===== config.mk =====
export PLATFORM = sky130hd
export DESIGN_NAME = snake_game_ctrl_flat
export DESIGN_NICKNAME = d
export VERILOG_FILES = /design/src/rtl/snake_game_ctrl_if.sv /design/src/rtl/snake_game_ctrl.sv /design/src/flat_wrapper.sv
export SDC_FILE = /design/constraint.sdc
export NUM_CORES = 1
export LEC_CHECK = 0
export CAP_MARGIN = 20
export CORE_UTILIZATION = 25
export DETAILED_ROUTE_END_ITERATION = 16
export PLACE_DENSITY = 0.42
export SYNTH_ARGS = -nofsm -noshare
export SYNTH_HDL_FRONTEND = slang
export SYNTH_SLANG_ARGS = --single-unit

===== constraint.sdc =====
create_clock -name clk -period 2.3 [get_ports clk]
set_clock_uncertainty 0.2 [all_clocks]
set_input_delay 0.69 -clock clk [delete_from_list [all_inputs] [get_ports clk]]
set_output_delay 0.69 -clock clk [all_outputs]
set_load 0.05 [all_outputs]

===== src/rtl/snake_game_ctrl_if.sv =====
// ============================================================================
// Module   : snake_game_ctrl_if
// Purpose  : Key inputs and engine-facing signals of the snake game controller.
// Revision : 1.0  initial release
// ============================================================================
`default_nettype none

interface snake_game_ctrl_if;
  logic [3:0] key_dir;
  logic       key_start;
  logic       key_pause;
  logic       game_over;
  logic [6:0] snake_length;
  logic       engine_reset;
  logic       move_tick;
  logic [1:0] direction;
  logic [1:0] state;
  logic [3:0] speed_level;

  // Controller side
  modport master (
    input  key_dir, key_start, key_pause, game_over, snake_length,
    output engine_reset, move_tick, direction, state, speed_level
  );

  // Board/engine side
  modport slave (
    output key_dir, key_start, key_pause, game_over, snake_length,
    input  engine_reset, move_tick, direction, state, speed_level
  );
endinterface

`default_nettype wire


===== src/rtl/snake_game_ctrl.sv =====
// ============================================================================
// Module   : snake_game_ctrl
// Purpose  : Game-flow FSM, length-scaled move tick and 2-entry turn queue.
//            Optional macro SNAKE_SPEEDUP_EN enables length-based speed-up.
// Revision : 1.0  initial release
// ============================================================================
`default_nettype none

module snake_game_ctrl #(
  parameter int TICK_BASE = 6250000,
  parameter int TICK_STEP = 250000,
  parameter int TICK_MIN  = 2500000,
  parameter int LEN_START = 10,
  parameter int CNT_W     = 23
) (
  input  wire logic          clk,
  input  wire logic          reset_n,
  snake_game_ctrl_if.master  bus
);

  localparam int c_per_w = CNT_W + 1;

  typedef enum logic [1:0] {
    S_IDLE  = 2'b00,
    S_PLAY  = 2'b01,
    S_PAUSE = 2'b10,
    S_OVER  = 2'b11
  } state_t;

  state_t           r_state;
  logic             r_eng_rst;
  logic             r_tick;
  logic [1:0]       r_dir;
  logic [3:0]       r_speed;
  logic [CNT_W-1:0] r_cnt;
  logic [CNT_W-1:0] r_period;
  logic [1:0]       r_q0;
  logic [1:0]       r_q1;
  logic [1:0]       r_qcnt;

  logic [5:0] w_keys;
  logic [5:0] r_sync1, r_sync2, r_sync3, r_edge;

  logic [3:0]       w_dir_edge;
  logic             w_start_edge;
  logic             w_pause_edge;
  logic [1:0]       w_req;
  logic [1:0]       w_tail;
  logic [1:0]       w_ref;
  logic             w_push;
  logic             w_pop;
  logic             w_wrap;
  logic [1:0]       w_qcnt_after_pop;
  logic [CNT_W-1:0] w_period;
  logic [3:0]       w_speed;

  assign w_keys = {bus.key_pause, bus.key_start, bus.key_dir};

  always_ff @(posedge clk or negedge reset_n) begin
    if (!reset_n) begin
      r_sync1 <= '0;
      r_sync2 <= '0;
      r_sync3 <= '0;
      r_edge  <= '0;
    end else begin
      r_sync1 <= w_keys;
      r_sync2 <= r_sync1;
      r_sync3 <= r_sync2;
      r_edge  <= r_sync2 & ~r_sync3;
    end
  end

  assign w_dir_edge   = r_edge[3:0];
  assign w_start_edge = r_edge[4];
  assign w_pause_edge = r_edge[5];

`ifdef SNAKE_SPEEDUP_EN
  logic [4:0]         w_level;
  logic [c_per_w-1:0] w_dec;
  logic [c_per_w-1:0] w_sub;

  always_comb begin
    w_level = 5'((bus.snake_length - 7'(LEN_START)) >> 2);
    if (bus.snake_length <= 7'(LEN_START))
      w_speed = 4'd0;
    else if (w_level > 5'd15)
      w_speed = 4'd15;
    else
      w_speed = w_level[3:0];
  end

  // The extra bit plus the explicit compare keeps the subtraction from wrapping.
  always_comb begin
    w_dec = c_per_w'(TICK_STEP) * c_per_w'(r_speed);
    w_sub = c_per_w'(TICK_BASE) - w_dec;
    if (w_dec >= c_per_w'(TICK_BASE) || w_sub < c_per_w'(TICK_MIN))
      w_period = CNT_W'(TICK_MIN);
    else
      w_period = w_sub[CNT_W-1:0];
  end
`else
  localparam int c_unused_cfg = TICK_STEP + TICK_MIN + LEN_START;
  logic w_unused_len;

  assign w_unused_len = ^bus.snake_length;
  assign w_speed      = 4'd0;
  assign w_period     = CNT_W'(TICK_BASE);
`endif

  always_comb begin
    casez (w_dir_edge)
      4'b???1: w_req = 2'd0;
      4'b??10: w_req = 2'd1;
      4'b?100: w_req = 2'd2;
      default: w_req = 2'd3;
    endcase
    w_tail = (r_qcnt == 2'd2) ? r_q1 : r_q0;
    w_ref  = (r_qcnt != 2'd0) ? w_tail : r_dir;
    w_push = (|w_dir_edge) && (w_req != w_ref) && (w_req != (w_ref ^ 2'b10))
             && (r_qcnt != 2'd2);
    w_wrap = (r_cnt == r_period - CNT_W'(1));
    w_pop  = w_wrap && (r_qcnt != 2'd0);
    w_qcnt_after_pop = r_qcnt - {1'b0, w_pop};
  end

  always_ff @(posedge clk or negedge reset_n) begin
    if (!reset_n) begin
      r_state   <= S_IDLE;
      r_eng_rst <= 1'b1;
      r_tick    <= 1'b0;
      r_dir     <= 2'b01;
      r_speed   <= 4'd0;
      r_cnt     <= '0;
      r_period  <= CNT_W'(TICK_BASE);
      r_q0      <= 2'd0;
      r_q1      <= 2'd0;
      r_qcnt    <= 2'd0;
    end else begin
      r_tick  <= 1'b0;
      r_speed <= w_speed;
      case (r_state)
        S_IDLE: begin
          if (w_start_edge) begin
            r_state   <= S_PLAY;
            r_eng_rst <= 1'b0;
            r_cnt     <= '0;
            r_period  <= w_period;
            r_dir     <= 2'b01;
            r_qcnt    <= 2'd0;
          end
        end
        S_PLAY: begin
          if (bus.game_over) begin
            r_state <= S_OVER;
          end else if (w_pause_edge) begin
            r_state <= S_PAUSE;
          end else begin
            r_tick <= w_wrap;
            if (w_wrap) begin
              r_cnt    <= '0;
              r_period <= w_period;
              if (w_pop)
                r_dir <= r_q0;
            end else begin
              r_cnt <= r_cnt + CNT_W'(1);
            end
            if (w_pop)
              r_q0 <= r_q1;
            // A push landing after a pop that empties the queue becomes the new head.
            if (w_push) begin
              if (w_qcnt_after_pop == 2'd0)
                r_q0 <= w_req;
              else
                r_q1 <= w_req;
            end
            r_qcnt <= w_qcnt_after_pop + {1'b0, w_push};
          end
        end
        S_PAUSE: begin
          if (bus.game_over)
            r_state <= S_OVER;
          else if (w_pause_edge)
            r_state <= S_PLAY;
        end
        default: begin
          if (w_start_edge) begin
            r_state   <= S_IDLE;
            r_eng_rst <= 1'b1;
          end
        end
      endcase
    end
  end

  assign bus.engine_reset = r_eng_rst;
  assign bus.move_tick    = r_tick;
  assign bus.direction    = r_dir;
  assign bus.state        = r_state;
  assign bus.speed_level  = r_speed;

endmodule

`default_nettype wire


===== src/flat_wrapper.sv =====
// flat-port wrapper written by rule: the top's interface ports become plain ports
module snake_game_ctrl_flat 
#(
  parameter int TICK_BASE = 6250000,
  parameter int TICK_STEP = 250000,
  parameter int TICK_MIN  = 2500000,
  parameter int LEN_START = 10,
  parameter int CNT_W     = 23
)
  (clk, reset_n, bus_key_dir, bus_key_start, bus_key_pause, bus_game_over, bus_snake_length, bus_engine_reset, bus_move_tick, bus_direction, bus_state, bus_speed_level);
  snake_game_ctrl_if bus_i ();
  input  wire logic clk;
  input  wire logic reset_n;
  input wire logic [$bits(bus_i.key_dir)-1:0] bus_key_dir;
  input wire logic [$bits(bus_i.key_start)-1:0] bus_key_start;
  input wire logic [$bits(bus_i.key_pause)-1:0] bus_key_pause;
  input wire logic [$bits(bus_i.game_over)-1:0] bus_game_over;
  input wire logic [$bits(bus_i.snake_length)-1:0] bus_snake_length;
  output wire logic [$bits(bus_i.engine_reset)-1:0] bus_engine_reset;
  output wire logic [$bits(bus_i.move_tick)-1:0] bus_move_tick;
  output wire logic [$bits(bus_i.direction)-1:0] bus_direction;
  output wire logic [$bits(bus_i.state)-1:0] bus_state;
  output wire logic [$bits(bus_i.speed_level)-1:0] bus_speed_level;
  assign bus_i.key_dir = bus_key_dir;
  assign bus_i.key_start = bus_key_start;
  assign bus_i.key_pause = bus_key_pause;
  assign bus_i.game_over = bus_game_over;
  assign bus_i.snake_length = bus_snake_length;
  assign bus_engine_reset = bus_i.engine_reset;
  assign bus_move_tick = bus_i.move_tick;
  assign bus_direction = bus_i.direction;
  assign bus_state = bus_i.state;
  assign bus_speed_level = bus_i.speed_level;
  snake_game_ctrl #(.TICK_BASE(TICK_BASE), .TICK_STEP(TICK_STEP), .TICK_MIN(TICK_MIN), .LEN_START(LEN_START), .CNT_W(CNT_W)) u_core (.clk(clk), .reset_n(reset_n), .bus(bus_i));
endmodule

## After elaboration in Yosys (flattened, before gate mapping)

Cells that the tools add are included.

| storage, ports and cells | value |
|---|---|
| word-level logic and storage cells | 95 |
| memories | 0 |
| bits in registers | 82 |
| latch bits | 0 |
| memory bits (read-only) | 0 |
| memory bits (writable) | 0 |

| operators by class | value |
|---|---|
| order comparisons | 0 |
| reductions and logical operators | 18 |
| equality and inequality tests | 16 |
| shift operators | 0 |
| multipliers | 0 |
| multiplexer cells | 37 |
| bitwise operators | 7 |
| div/mod/pow operators | 0 |
| $add $sub $neg | 4 |

Operators with widths:

| cell | count |
|---|---|
| 2-to-1 mux 23 bit | 8 |
| one-hot mux 23 bit (2 select lines) | 2 |
| 2-to-1 mux 2 bit | 17 |
| adder 23 x 1 -> 23 bit (second input constant) | 1 |
| equality test 23 bit | 1 |
| subtractor 23 x 1 -> 23 bit (second input constant) | 1 |
| one-hot mux 2 bit (3 select lines) | 2 |
| AND reduction 5 bit | 2 |
| one-hot mux 2 bit (2 select lines) | 2 |
| AND reduction 4 bit | 2 |
| bitwise AND 6 bit | 1 |
| equality test 2 bit (second input constant) | 3 |
| != test 2 x 1 -> 1 bit (second input constant) | 3 |
| != test 2 bit (second input constant) | 3 |
| != test 3 x 2 -> 1 bit (second input constant) | 2 |
| NOT 6 bit | 1 |
| AND reduction 6 bit | 1 |
| 2-to-1 mux 1 bit | 5 |
| NOT 1 bit | 5 |
| logical AND 1 bit | 4 |
| logical NOT 2 bit | 2 |
| != test 2 bit | 2 |
| nonzero test 2 bit | 2 |
| OR reduction 4 bit | 1 |
| other kinds (9) | 9 |

## Depth between registers and ports, before layout

Gate-level depths: netlist (run 1).

| logic depth | value |
|---|---|
| depth after elaboration | 11 |
| depth in mapped cells | 11 |

## Worst setup path before layout (run 1)

OpenSTA, ideal clock, no wires.

| path | value |
|---|---|
| kind | reg-to-reg |
| from | register u_core.r_cnt[6] |
| to | register u_core.r_qcnt[1] |
| cell stages (with the launch flop) | 11 |
| data arrival time | 2.268 ns |
| slack | -0.290 ns |
| path buffers | 0 |
| required time | 1.978 ns |
| cell sequence | dfrtp_1 or4b_1 nor3_2 nand4_2 inv_1 ha_1 inv_1 ha_1 xnor2_1 a21o_1 a32o_1 |

| between the ends | value |
|---|---|
| longest elaborated chain between the ends | 7 |

Ends and longest elaborated chain:

| element | RTL line | source |
|---|---|---|
| from (decl) | snake_game_ctrl.sv:35 | `logic [CNT_W-1:0] r_cnt;` |
| from (signal assigned) | snake_game_ctrl.sv:165 | `r_cnt <= r_cnt + CNT_W'(1);` |
| equality test 23 bit | snake_game_ctrl.sv:121 | `w_wrap = (r_cnt == r_period - CNT_W'(1));` |
| logical AND 1 bit | snake_game_ctrl.sv:122 | `w_pop = w_wrap && (r_qcnt != 2'd0);` |
| subtractor 2 x 1 -> 2 bit | snake_game_ctrl.sv:123 | `w_qcnt_after_pop = r_qcnt - {1'b0, w_pop};` |
| adder 2 x 1 -> 2 bit | snake_game_ctrl.sv:176 | `r_qcnt <= w_qcnt_after_pop + {1'b0, w_push};` |
| 2-to-1 mux 2 bit | snake_game_ctrl.sv:155 | `end else if (w_pause_edge) begin` |
| 2-to-1 mux 2 bit | snake_game_ctrl.sv:153 | `if (bus.game_over) begin` |
| one-hot mux 2 bit (2 select lines) | snake_game_ctrl.sv:141 | `case (r_state)` |
| to (signal assigned) | snake_game_ctrl.sv:176 |  |
| to (decl) | snake_game_ctrl.sv:39 | `logic [1:0] r_qcnt;` |

No other way between the ends. The select of a mux whose other input is x is not followed.
A chain may end at the register's enable or synchronous reset.

## Worst setup path after layout (run 1)

| path | value |
|---|---|
| from | register u_core.r_cnt[13] |
| to | register u_core.r_qcnt[1] |

The elaborated chain is that of the path after synthesis.

==> impl_metrics.csv, run 1 <==
group,metric,value,unit
status,run_status,"finished, violations left",
status,violations,"setup timing",
finish,nets,374,
placement,dp_slack,-0.277,ns
synthesis,yosysTopAreaCell,"dfrtp_1",
detailed_routing,wl_met1,3.22,mm
setup_path,required,2.33,ns
sta,setup_viol,6,
sta,timing.final.ws_setup,-0.184,ns
setup_path,path_class,"reg2reg",
floorplan,core-area,0.0105,mm²
power,peakVddDrop,413,µV
placement,portBuffers,14,
global_route,grt_pass1_wl,10.8,mm
sta,max_freq,403,MHz
synthesis,synthCells,283,
detailed_routing,post_drt_via_cell_ratio,4.62,
floorplan,initial_core_util,26.3,%
clock_network,cts_num_sinks,59,
synthesis,synth_commonest_cells,"dfrtp_1 (57), nand2_1 (36), o21ai_0 (35)",
sta,rsz0062_at_grt,"true",
synthesis,synthFlopType,"dfrtp_1",
clock_network,clk_latency,0.34,ns
synthesis,syn_avg_cell_area,9.75,µm²
run,drv_cap,0,
floorplan,die_h,107,µm
clock_network,ctsHoldBuffers,0,
finish,drive_above_1_share,31.7,%
sta,fin_crit_sh,108,%
floorplan,dieArea,0.0115,mm²
finish,design_area,0.00384,mm²
setup_path,critPathLaunchType,"flop",
setup_path,worst-path-max-fanout,2,
synthesis,synth_area_leaders,"dfrtp_1 (52%), o21ai_0 (6.3%), nand2_1 (4.9%), o31ai_1 (3.5%), ha_1 (3.2%)",
clock_network,clk_pin_slew,0.08,ns
global_route,grt_antenna_before_repair,0,
placement,dpl_cell_area,0.00343,mm²
detailed_routing,met2_length,2.97,mm
sta,hold_viol,0,
detailed_routing,first_iter_violations,61,
sta,holdWs,0.149,ns
global_route,grt-ovfl-total,0,
detailed_routing,num_vias,2273,
power,p_per_area,971,mW/mm²
clock_network,cts_tree,"built",
synthesis,synth_top_area_share,51.7,%
sta,layout_min_cycle_time,2.48,ns
detailed_routing,wl_met3,176,µm
clock_network,cts_root_buffer,"clkbuf_8",
synthesis,synth.yosys.warnings,0,
sta,drv_slew,0,
clock_network,numCtsBuffers,9,
floorplan,pin_count,26,
synthesis,synth_cell_types,45,
hold_path,holdCritPathClass,"in2async",
detailed_routing,antenna_left,0,
synthesis,syn_area,0.00276,mm²
detailed_routing,dr.pass1.iters,5,
sta,tightest_slew,0.531,ns
synthesis,yosysSeqAreaShare,53.6,%
detailed_routing,wl_per_cell,13.2,µm
synthesis,synth.most_common_cell,"dfrtp_1",
synthesis,async_reset_ff_share,100,%
floorplan,rows,37,
synthesis,synth_edf_count,0,
global_route,grt_max_degree,60,
synthesis,ys_seq_elements,59,
detailed_routing,routed_wirelength,6.48,mm
setup_path,end_kind,"flop",
global_route,grt_pass1_vias,2197,
detailed_routing,routed.top_layer,"met4",
finish,syn_to_final_growth,39.1,%
power,p_leak,1.63,nW
finish,diodes,0,
setup_path,worst_ep_arrival_time,2.52,ns
floorplan,die_w,107,µm
clock_network,htreeDepth,3,
clock_network,cts.path.max_buffers,2,
global_route,grt_usage,12.2,%
placement,gp_congestion,0.705,
placement,dp_hpwl,4.26,mm
detailed_routing,drc,0,
sta,max_slew_margin,64.3,%
routing by layer:
layer	up-vias	global-route usage, %
li1	1136	-
met1	1101	16.2
met2	27	19.1
met3	9	2.43
met4	0	5.58
met5	-	0
path summary, 6_finish.rpt:
check,startpoint,to,slack [ns],depth (start not counted)
setup / recovery,u_core.r_cnt[13]$_DFFE_PN0P_,u_core.r_qcnt[1]$_DFFE_PN0P_,-0.18,10
setup reg to reg,u_core.r_cnt[13]$_DFFE_PN0P_,u_core.r_qcnt[1]$_DFFE_PN0P_,-0.18,10
hold / removal,reset_n,u_core.r_sync1[4]$_DFF_PN0_,0.15,2
max in group asynchronous,reset_n,u_core.bus.direction[0]$_DFFE_PN1P_,1.44,2
min in group clk,u_core.r_sync1[4]$_DFF_PN0_,u_core.r_sync2[4]$_DFF_PN0_,0.15,0
hold reg to reg,u_core.r_sync1[4]$_DFF_PN0_,u_core.r_sync2[4]$_DFF_PN0_,0.15,0
what timing repair did:
action / CTS / global route
pin swaps: 7 / 9
endpoints found under the setup margin: 19 / 27
buffers inserted: 3 / 4
cloned: 0 / 1
resized for setup: 9 / 19
sequential cells by signal, indices dropped and copies added, names as in the netlist, 2 cells and up:
signal,flops
u_core.r_q1,2
u_core.r_qcnt,2
u_core.r_q0,2
u_core.bus.direction,2
u_core.r_sync1,6
u_core.r_sync2,6
u_core.r_cnt,23
u_core.r_edge,6
u_core.r_sync3,6
u_core.bus.state,2
through the flow:
stage	util (%)	TNS, ns	instances	total power, mW
after floorplan	-	-1.25	286	2.02
after global placement	32.7	-4.79	469	2.53
after detailed placement	32.7	-5.07	469	2.55
after CTS	35.2	-0.908	488	3.62
after global routing	36.5	-1.50	492	3.97
final	36.5	-0.743	492	3.73
where the power goes:
| group | internal, mW | leakage, nW | switching [mW] | total, mW |
|---|---|---|---|---|
| registers | 1.14 | 0.759 | 0.0752 | 1.22 |
| logic | 0.648 | 0.775 | 0.860 | 1.51 |
| clock network | 0.517 | 0.101 | 0.482 | 0.999 |
cells in the final DEF (no fill, tap or decap), types with 3 or more instances in the layout:
master / instances
dfrtp_1: 55
buf_4: 51
nand2_1: 35
o21ai_0: 28
nor2_1: 19
nand3_1: 13
o31ai_1: 13
nor2b_1: 9
inv_1: 9
clkbuf_8: 9
nor3_1: 8
clkdlybuf4s50_1: 7
o21ai_1: 6
a21oi_1: 6
buf_12: 5
nor4_1: 4
mux2i_1: 4
conb_1: 4
inv_6: 4
ha_4: 3
ha_1: 3
cell families after synthesis:
| family | count (synthesis) | synth area share (%) |
|---|---|---|
| and+or+nand+nor | 118 | 21.8 |
| AOI/OAI and AO/OA | 67 | 14.5 |
| DFF | 59 | 53.6 |
| buffers and inverters | 23 | 3.95 |
| adders and majority gates | 7 | 3.17 |
| muxes | 6 | 2.27 |
| xor gates and xnor gates | 2 | 0.635 |
| other | 1 | 0.136 |
worst max-delay path, cell delays in order, from the launching register on:
cell	delay (ns)
dfrtp_1	0.39
or4bb_1	0.53
nor3_2	0.18
nand4_2	0.15
inv_2	0.10
ha_4	0.21
inv_2	0.06
ha_4	0.13
xnor2_2	0.07
a21o_1	0.16
a32o_1	0.20
area by class of cell:
class | count | area, µm²
multi-input combinational | 204 | 1350
inverter | 11 | 41.3
clock buffer | 9 | 124
tap | 136 | 170
clock inverter | 7 | 81.3
sequential | 59 | 1480
timing repair buffer | 66 | 594
fill | 1049 | 6670
No activity file was read; power rests on OpenSTA's default activity.
==> inputs of run 2 (changes only) <==
--- a/config.mk
+++ b/config.mk
@@ -9,6 +9,7 @@
 export CORE_UTILIZATION = 25
 export DETAILED_ROUTE_END_ITERATION = 16
 export PLACE_DENSITY = 0.42
+export SLEW_MARGIN = 20
 export SYNTH_ARGS = -nofsm -noshare
 export SYNTH_HDL_FRONTEND = slang
 export SYNTH_SLANG_ARGS = --single-unit
==> results of run 2 <==
The final DEF is identical to that of run 1; final timing and power are the same.
==> inputs of run 3 (changes only) <==
--- a/config.mk
+++ b/config.mk
@@ -8,7 +8,8 @@
 export CAP_MARGIN = 20
 export CORE_UTILIZATION = 25
 export DETAILED_ROUTE_END_ITERATION = 16
-export PLACE_DENSITY = 0.42
+export HOLD_SLACK_MARGIN = 0.12
+export PLACE_DENSITY = 0.4
 export SLEW_MARGIN = 20
 export SYNTH_ARGS = -nofsm -noshare
 export SYNTH_HDL_FRONTEND = slang
==> constraint.sdc (replaced) <==
create_clock -name clk -period 2.65 [get_ports clk]
set_clock_uncertainty 0.2 [all_clocks]
set_input_delay 0.795 -clock clk [delete_from_list [all_inputs] [get_ports clk]]
set_output_delay 0.795 -clock clk [all_outputs]
set_load 0.05 [all_outputs]
==> run 3 against run 2 <==
  * The flow now finishes without violations
  * Register-to-register slack gained 0.30 ns
  * Total power shrank 20%
  * Cell count shrank 4.9%
  * Clock power shrank 6.4%
  * First-iteration DRC count grew 15%
  * Core utilization shrank 3.0 points
  * Cell area shrank 8.3%
  * Wire length shrank 7.3%
  * Non-clock buffer count shrank 24
  * Sequential share of layout area grew 3.4 points
  * Die area is the same
  * Highest routed layer unchanged
==> impl_metrics.csv, run 3 (synthesis results as in run 1) <==
group,metric,value,unit
clock_network,cts_root_buffer,"clkbuf_8",
finish,drive_above_1_share,20.5,%
global_route,grt_antenna_before_repair,0,
power,p_leak,1.50,nW
setup_path,end_kind,"flop",
clock_network,clk_pin_slew,0.08,ns
placement,dp_hpwl,4.00,mm
run,drv_cap,0,
clock_network,clk_latency,0.35,ns
detailed_routing,dr.pass1.iters,4,
finish,layout_common_cells,"dfrtp_1 (57), nand2_1 (36), o21ai_0 (33)",
power,p_total,3.00,mW
floorplan,rows,37,
finish,diodes,0,
finish,regMostFlops,"u_core.r_cnt",
setup_path,worst-path-max-fanout,4,
setup_path,crit_path_top_delay_cell,"or4b_4",
sta,hold_viol,0,
global_route,grt_pass1_vias,2055,
sta,max_freq,394,MHz
sta,setup_tns,0,ns
setup_path,critical_path.cell_chain,"or4b_4 -> nor3_4 -> nand4_2 -> inv_2 -> ha_4 -> xnor2_1 -> nand2_1 -> nand3_2 -> mux2_2",
detailed_routing,routed_wirelength,6.01,mm
setup_path,critPathLaunchType,"flop",
clock_network,cts_tree,"built",
placement,portBuffers,14,
floorplan,die_w,107,µm
sta,holdWs,0.143,ns
sta,setup_viol,0,
finish,design_area,0.00352,mm²
clock_network,cts_num_sinks,59,
finish,final_common_cell,"dfrtp_1",
sta,tightest_slew,0.658,ns
finish,nets,350,
finish,multiInputGateArea,0.00124,mm²
finish,largest_register_ffs,23,
placement,dpl_cell_area,0.00320,mm²
clock_network,ctsHoldBuffers,0,
global_route,grt_usage,11.7,%
setup_path,slowest_delay,0.55,ns
floorplan,initial_core_util,26.3,%
power,peakVddDrop,338,µV
hold_path,holdCritPathClass,"reg2reg",
setup_path,path_class,"reg2reg",
floorplan,pin_count,26,
detailed_routing,wl_per_cell,12.8,µm
detailed_routing,antenna_left,0,
setup_path,worst_ep_arrival_time,2.56,ns
setup_path,cp_top_family,"simple AND/OR/NAND/NOR gates",
sta,layout_min_cycle_time,2.54,ns
floorplan,core-area,0.0105,mm²
finish,post-route-util,33.5,%
global_route,grt-ovfl-total,0,
detailed_routing,post_drt_via_cell_ratio,4.52,
sta,fin_crit_sh,95.7,%
clock_network,cts.path.max_buffers,2,
finish,regArea,0.00148,mm²
sta,rsz0062_at_grt,"true",
clock_network,htreeDepth,3,
status,run_status,"finished clean",
clock_network,numCtsBuffers,9,
global_route,grt_max_degree,60,
detailed_routing,first_iter_violations,70,
sta,drv_slew,0,
floorplan,dieArea,0.0115,mm²
setup_path,cp_num_buf_inv,1,
placement,gp_congestion,0.722,
finish,fillers,1069,
detailed_routing,drc,0,
detailed_routing,num_vias,2114,
sta,max_slew_margin,55.8,%
power,p_per_area,852,mW/mm²
global_route,grt_pass1_wl,10.1,mm
finish,syn_to_final_growth,27.5,%
setup_path,required,2.67,ns
floorplan,die_h,107,µm
[run 3: changes by cell type in the layout (fill, tap and decap cells not counted), sizes merged]
cell           change
dlymetal6s2s       +2
clkdlybuf4s50      +2
bufinv             +1
clkinv             +1
clkinvlp           +1
clkbuf             -1
inv                -3
buf               -27
[run 3: metal layers]
metal	routed length [µm]	track usage [%]	vias up
li1	-	-	1085
met1	3100	15.7	991
met2	2610	16.7	29
met3	184	3.77	9
met4	120	5.87	0
met5	0	0	-
[run 3: repair_timing]
action,4_1_cts,5_1_grt
buffers inserted,0,3
resized for setup,0,15
endpoints found under the setup margin,0,8
[run 3: power by group]
group          internal (mW)  total (mW)  switching, mW
registers              0.991        1.06         0.0723
logic                  0.357       0.999          0.642
clock network          0.535       0.935          0.400
[run 3: metrics by stage]
stage	worst slack [ns]	instances
after floorplan	0.0601	286
after global placement	-0.00149	449
after detailed placement	-0.0117	449
after CTS	0.00122	465
after global routing	-0.0130	468
final	0.113	468
[run 3: path summary, 6_finish.rpt]
kind / start / endpoint / slack, ns / cells after the start
min in group asynchronous: reset_n / u_core.r_sync1[3]$_DFF_PN0_ / 0.24 / 2
setup / recovery: u_core.r_cnt[8]$_DFFE_PN0P_ / u_core.r_q1[1]$_DFFE_PN0P_ / 0.11 / 9
hold reg to reg: u_core.r_sync1[4]$_DFF_PN0_ / u_core.r_sync2[4]$_DFF_PN0_ / 0.14 / 0
max in group asynchronous: reset_n / u_core.bus.direction[0]$_DFFE_PN1P_ / 1.70 / 2
hold / removal: u_core.r_sync1[4]$_DFF_PN0_ / u_core.r_sync2[4]$_DFF_PN0_ / 0.14 / 0
setup reg to reg: u_core.r_cnt[8]$_DFFE_PN0P_ / u_core.r_q1[1]$_DFFE_PN0P_ / 0.11 / 9
[run 3: final cells by class]
| type | instances | area share [%] |
|---|---|---|
| Clock inverter | 7 | 2.88 |
| Clock buffer | 9 | 3.52 |
| Timing Repair Buffer | 42 | 10.2 |
| Multi-Input combinational cell | 204 | 35.4 |
| Sequential cell | 59 | 42.0 |
| Inverter | 11 | 1.17 |
| Tap cell | 136 | 4.84 |
[run 3: worst register-to-register path, cell delays in order, from the launching register on]
cell and delay, ns:
dfrtp_1 0.38, or4b_4 0.55, nor3_4 0.22, nand4_2 0.12
inv_2 0.11, ha_4 0.13, xnor2_1 0.10, nand2_1 0.14
nand3_2 0.13, mux2_2 0.33
==> patch 1, RTL diff (settings of run 3) <==
`CNT_W` is set to 23 in 2 places; all go to 25.
--- a/src/rtl/snake_game_ctrl.sv
+++ b/src/rtl/snake_game_ctrl.sv
@@ -13,3 +13,3 @@
   parameter int LEN_START = 10,
-  parameter int CNT_W     = 23
+  parameter int CNT_W     = 25
 ) (
--- a/src/flat_wrapper.sv
+++ b/src/flat_wrapper.sv
@@ -7,3 +7,3 @@
   parameter int LEN_START = 10,
-  parameter int CNT_W     = 23
+  parameter int CNT_W     = 25
 )
Function: no difference found for any inputs over 10 cycles, from zero or initial values and one cycle with reset_n low; that may be too few to reach the edited logic, so the function may still have changed.
==> patch 1 against run 3 <==
- synthesized cell count decreased by 1.8%
- final area rose by 8.2%
- total power increased by 16%
- largest power group is now combinational logic
- setup slack worse by 0.038 ns
- routed wire length is 4.2% higher
- area after synthesis up 5.4%
- global-route usage up 0.44 points
- sequential share of layout area down 1.9 points
- hold slack gained 0.0064 ns
- clock power increased by 14%
- sequential cell count rose by 2
- largest cell class unchanged
==> patch 1: results (changes against run 3) <==
| Metric | Value |
|---|---|
| Achievable frequency | `0.388 GHz (-1.5%)` |
| CP endpoint | `u_core.r_qcnt[1]` |
| Max reg flops | `25 (+8.7%)` |
| Routed wire length | `6260 um (+4.2%)` |
| First-pass GRT wire length | `10900 um (+8.0%)` |
| Pint | `2.25 mW (+19%)` |
| Synth cell count leaders | `59 x dfrtp_1, 30 x nand2_1, 26 x nor2_1` |
| Number of DRC markers in iteration 0 | `115 (+64%)` |
| Endpoints failing hold | `0 (unchanged)` |
| Clock-pin slew on the worst setup and hold paths | `0.06 ns (-0.02 ns)` |
| Slew headroom | `0.670 (+0.112)` |
| Top FF cell, synth | `dfrtp_1` |
| Worst setup path startpoint | `u_core.r_cnt[7]` |
| Worst hold slack | `0.150 ns (+0.00637 ns)` |
| Diode count | `0 (unchanged)` |
| Max IR drop VDD | `0.310 mV (-8.5%)` |
| Worst R2R Path Depth | `11 (+2)` |
| Leakage | `1.64 nW (+9.4%)` |
| Placement-stage cell area | `3460 sq um (+8.1%)` |
| DR vias | `2158 (+2.1%)` |
| Layout Cells excl Fill | `476 (+1.7%)` |
| Sequential Power | `1.16 mW (+9%)` |
| Register area share after synthesis | `0.526 (-0.0105)` |
| GP Congestion | `0.708 (-2.0%)` |
| Maximum fanout along the worst path | `3 (-1)` |
| Logic pwr share | `0.359 (+0.026)` |
| Share of layout cells above drive strength 1 | `0.234 (+0.0294)` |
| Min-delay src | `u_core.r_sync1[1]` |
| Hold endpoint | `u_core.r_sync2[1]` |
| Pre-CTS WS | `-0.148 ns (-0.137 ns)` |
| Worst-skew pair later-pin latency | `0.33 ns (-0.02 ns)` |
| Sw Share | `0.354 (-0.0172)` |
| Placed insts | `460 (+2.4%)` |
| Initial antenna violation count | `0 (unchanged)` |
| Synth Instances | `278 (-1.8%)` |
| Largest net degree at the start of global routing | `21 (-65%)` |
| R2R setup slack | `0.08 ns (-0.04 ns)` |
| Dpl hpwl | `4570 um (+14%)` |
| Top post-synthesis cells by area | `dfrtp_1 51%, xnor2_1 4.2%, nand2_1 3.9%` |
| First-pass DRT Iterations | `4 (unchanged)` |
| Status | `finished clean` |
| Asr flop ratio synth | `1.00 (unchanged)` |
| Fin nets | `351 (+0.29%)` |
| All-Layer GR Usage | `0.121 (+0.00437)` |
| CTS root buffer | `clkbuf_16` |
| CP arrival | `2.59 ns (+0.03 ns)` |
| Synth cell types | `50 (+11%)` |
| Port buffer count | `14 (unchanged)` |
## patch 1: changes by cell type after synthesis, sizes merged, moves of 5 or more
cell   delta
o21ai    -32
nor2      +6
o31ai    -10
xnor2    +12
nor3      -6
nand4     +7
nand2     -5
## patch 1: timing repair
action	in CTS	in global routing
gates resized for setup	0	14
buffers inserted	0	0
hold buffers	0	0
setup endpoints to repair	0	6
## patch 1: area by class of cell
| type | instances | area, sq um |
|---|---|---|
| clock buffer | 9 | 225 |
| clock inverter | 7 | 51.3 |
| fill | 1166 | 7560 |
| inverter | 9 | 36.3 |
| multi-input combinational | 199 | 1360 |
| sequential | 61 | 1530 |
| tap | 143 | 179 |
| timing repair buffer | 48 | 428 |
## patch 1: critical path, stage by stage, from the launching register on
cell and delay [ns]:
dfrtp_1 0.38, or4_4 0.57, nor4_4 0.23, nand2_2 0.09
inv_2 0.07, ha_4 0.20, inv_4 0.05, ha_4 0.14
xnor2_4 0.12, nor3_2 0.06, a21o_1 0.16, a22o_1 0.18
## patch 1: cell families after synthesis
family / Yosys count / share of synthesized area
flip-flops: 61 / 0.526
adder cells (fa/ha/maj): 7 / 0.0301
buffers and inverters: 21 / 0.0348
AND/OR/NAND/NOR: 134 / 0.258
AO/OA/AOI/OAI: 32 / 0.0804
XOR/XNOR: 17 / 0.0512
multiplexers: 5 / 0.0181
other: 1 / 0.00129
## patch 1: routing by layer
| metal | routed length (um) | share of wire | GRT usage |
|---|---|---|---|
| met5 | 0 | 0 | 0 |
| met4 | 113 | 0.018 | 0.0505 |
| met3 | 189 | 0.030 | 0.0391 |
| met1 | 3150 | 0.50 | 0.159 |
| met2 | 2810 | 0.45 | 0.182 |
==> patch 2, RTL diff (config.mk and constraints of run 3) <==
Made on the original files. Make the reset (`reset_n`) synchronous in 2 clocked blocks.
--- a/src/rtl/snake_game_ctrl.sv
+++ b/src/rtl/snake_game_ctrl.sv
@@ -58,3 +58,3 @@
 
-  always_ff @(posedge clk or negedge reset_n) begin
+  always_ff @(posedge clk) begin
     if (!reset_n) begin
@@ -125,3 +125,3 @@
 
-  always_ff @(posedge clk or negedge reset_n) begin
+  always_ff @(posedge clk) begin
     if (!reset_n) begin
Formal check against the unedited RTL: differs if reset_n is asserted again (counterexample within 10 cycles, from zero or initial values and one cycle with reset_n low); with reset_n held inactive, the same outputs for 10 cycles.
==> patch 2 against run 3 <==
- the flow now finishes with violations (setup timing)
- setup slack worse by 0.21 ns
- non-clock buffer count grew 16
- global-route usage fell by 0.11 points
- core utilization up 0.67 points
- count of clock-buffer cells in the layout is 1 higher
- routed wire length down 5.5%
- final area up 0.21%
- sequential share of layout area down 8.4 points
- sequential cell count is the same
- area after synthesis decreased by 3.8%
- first-iteration DRC count down 19%
- critical endpoint is now u_core.r_q0[1]
- largest cell class is now multi-input gates
Power is not compared: it rests on default switching activity, and its combinational part moved more than twofold at a synthesized area within 25%.
==> patch 2: results (changes against run 3) <==
| Metric | Value |
|---|---|
| First-pass DRT Iterations | `4 (unchanged)` |
| Max reg flops | `23 (unchanged)` |
| Largest net degree at the start of global routing | `14 (-77%)` |
| Top post-synthesis cells by area | `dfxtp_1 45%, xor2_1 5.3%, and2_1 5.0%` |
| Status | `complete, but fails checks` |
| Placed insts | `460 (+2.4%)` |
| First-pass GRT wire length | `9910 um (-1.7%)` |
| Worst-skew pair later-pin latency | `0.33 ns (-0.02 ns)` |
| Critical path's largest stage delay | `0.43 ns (-0.12 ns)` |
| Worst R2R Start | `u_core.r_cnt[21]` |
| CP endpoint | `u_core.r_q0[1]` |
| Synth Instances | `280 (-1.1%)` |
| Min-delay src | `u_core.r_sync3[4]` |
| Comb_multi_in | `201 (-1.5%)` |
| Worst hold slack | `0.180 ns (+0.0372 ns)` |
| Clk cell area share | `0.0642 (+0.000219)` |
| Placement-stage cell area | `3270 sq um (+2.0%)` |
| H-tree depth | `3 (unchanged)` |
| Final Setup Violations | `2 (+2)` |
| Asr flop ratio synth | `0 (-1.00)` |
| Util after Layout | `0.342 (+0.00673)` |
| Routed len/inst | `11.9 um (-7.3%)` |
| Plain + repair buffers | `58 (+38%)` |
| GP Congestion | `0.730 (+1.1%)` |
| CP arrival | `2.78 ns (+0.22 ns)` |
| Synth cell types | `52 (+16%)` |
| All-Layer GR Usage | `0.116 (-0.00109)` |
| Core area | `10300 sq um (-1.8%)` |
| Failing checks | `setup timing` |
| Nonclk inv count | `7 (-4)` |
| Pre-CTS WS | `-0.201 ns (-0.190 ns)` |
| Layout Cells excl Fill | `477 (+1.9%)` |
| Worst Slack Setup Final | `-0.101 ns (-0.214 ns)` |
| DR vias | `2055 (-2.8%)` |
| Top FF cell, synth | `dfxtp_1` |
| R2R Path End | `u_core.r_q0[1]` |
| Filler cells | `1071 (+0.19%)` |
| Hold Crit Depth | `1 (+1)` |
| Final min period | `2.75 ns (+0.214 ns)` |
| Register area share after synthesis | `0.445 (-0.0910)` |
| TNS Setup | `-0.166 ns (-0.166 ns)` |
| Number of DRC markers in iteration 0 | `57 (-19%)` |
| Final-layout clock buffer total | `10 (+1)` |
| NonClk Buf Share | `0.133 (+0.0317)` |
| Dpl hpwl | `4120 um (+3.0%)` |
| Worst R2R Path Depth | `8 (-1)` |
| Synth cell count leaders | `59 x dfxtp_1, 29 x nor2_1, 21 x and2_1` |
| Maximum fanout along the worst path | `3 (-1)` |
| Area occupied by multi-input gates | `1450 sq um (+16%)` |
| Share of layout cells above drive strength 1 | `0.243 (+0.0386)` |
| CP endpoint kind | `register` |
| Hold endpoint | `u_core.r_edge[4]` |
| Fin nets | `359 (+2.6%)` |
| Sequential share of cell area | `0.336 (-0.0839)` |
==> patch 2: cell types whose count changed in the layout (fill, tap and decap cells not counted), moves of 8 or more <==
| cell | before | now |
|---|---|---|
| dfrtp_1 | 57 | 0 |
| o21ai_0 | 33 | 2 |
| o31ai_1 | 13 | 1 |
| nand4_1 | 2 | 10 |
| nor2_1 | 20 | 29 |
| xor2_1 | 0 | 15 |
| nand2_1 | 36 | 12 |
| buf_4 | 29 | 44 |
| dfxtp_1 | 0 | 55 |
| and2_1 | 0 | 20 |
==> patch 2: layer usage <==
layer	global-route usage	wire length (um)
met3	0.0337	161
met5	0	0
met2	0.191	2680
met4	0.0483	63
met1	0.140	2770
==> patch 2: critical path, delay by kind of cell, from the launching register on <==
kind / cells / cell delay, ns
adder cells (fa/ha/maj): 1 / 0.23
buffers and inverters: 1 / 0.05
AO/OA/AOI/OAI: 2 / 0.66
flip-flops: 1 / 0.34
multiplexers: 1 / 0.34
AND/OR/NAND/NOR: 3 / 0.82
==> patch 2: logic make-up after synthesis <==
| group | share of synthesized area |
|---|---|
| AO/OA/AOI/OAI | 0.105 |
| XOR/XNOR | 0.0759 |
| adder cells (fa/ha/maj) | 0.0330 |
| buffers and inverters | 0.0415 |
| flip-flops | 0.445 |
| multiplexers | 0.0198 |
| other | 0.00141 |
| AND/OR/NAND/NOR | 0.279 |
==> patch 2: repair_timing <==
action / 4_1_cts / 5_1_grt
pin swaps: 3 / 2
gates resized for setup: 4 / 3
setup buffers: 1 / 0
hold endpoints to repair: 0 / 0
setup endpoints to repair: 5 / 5
cloned: 0 / 0
==> patch 2: where the power goes <==
| part | switching [mW] | internal, mW |
|---|---|---|
| clock | 0.376 | 0.555 |
| combinational | 0.0630 | 0.0422 |
| sequential | 0.00473 | 0.901 |
| total | 0.444 | 1.50 |
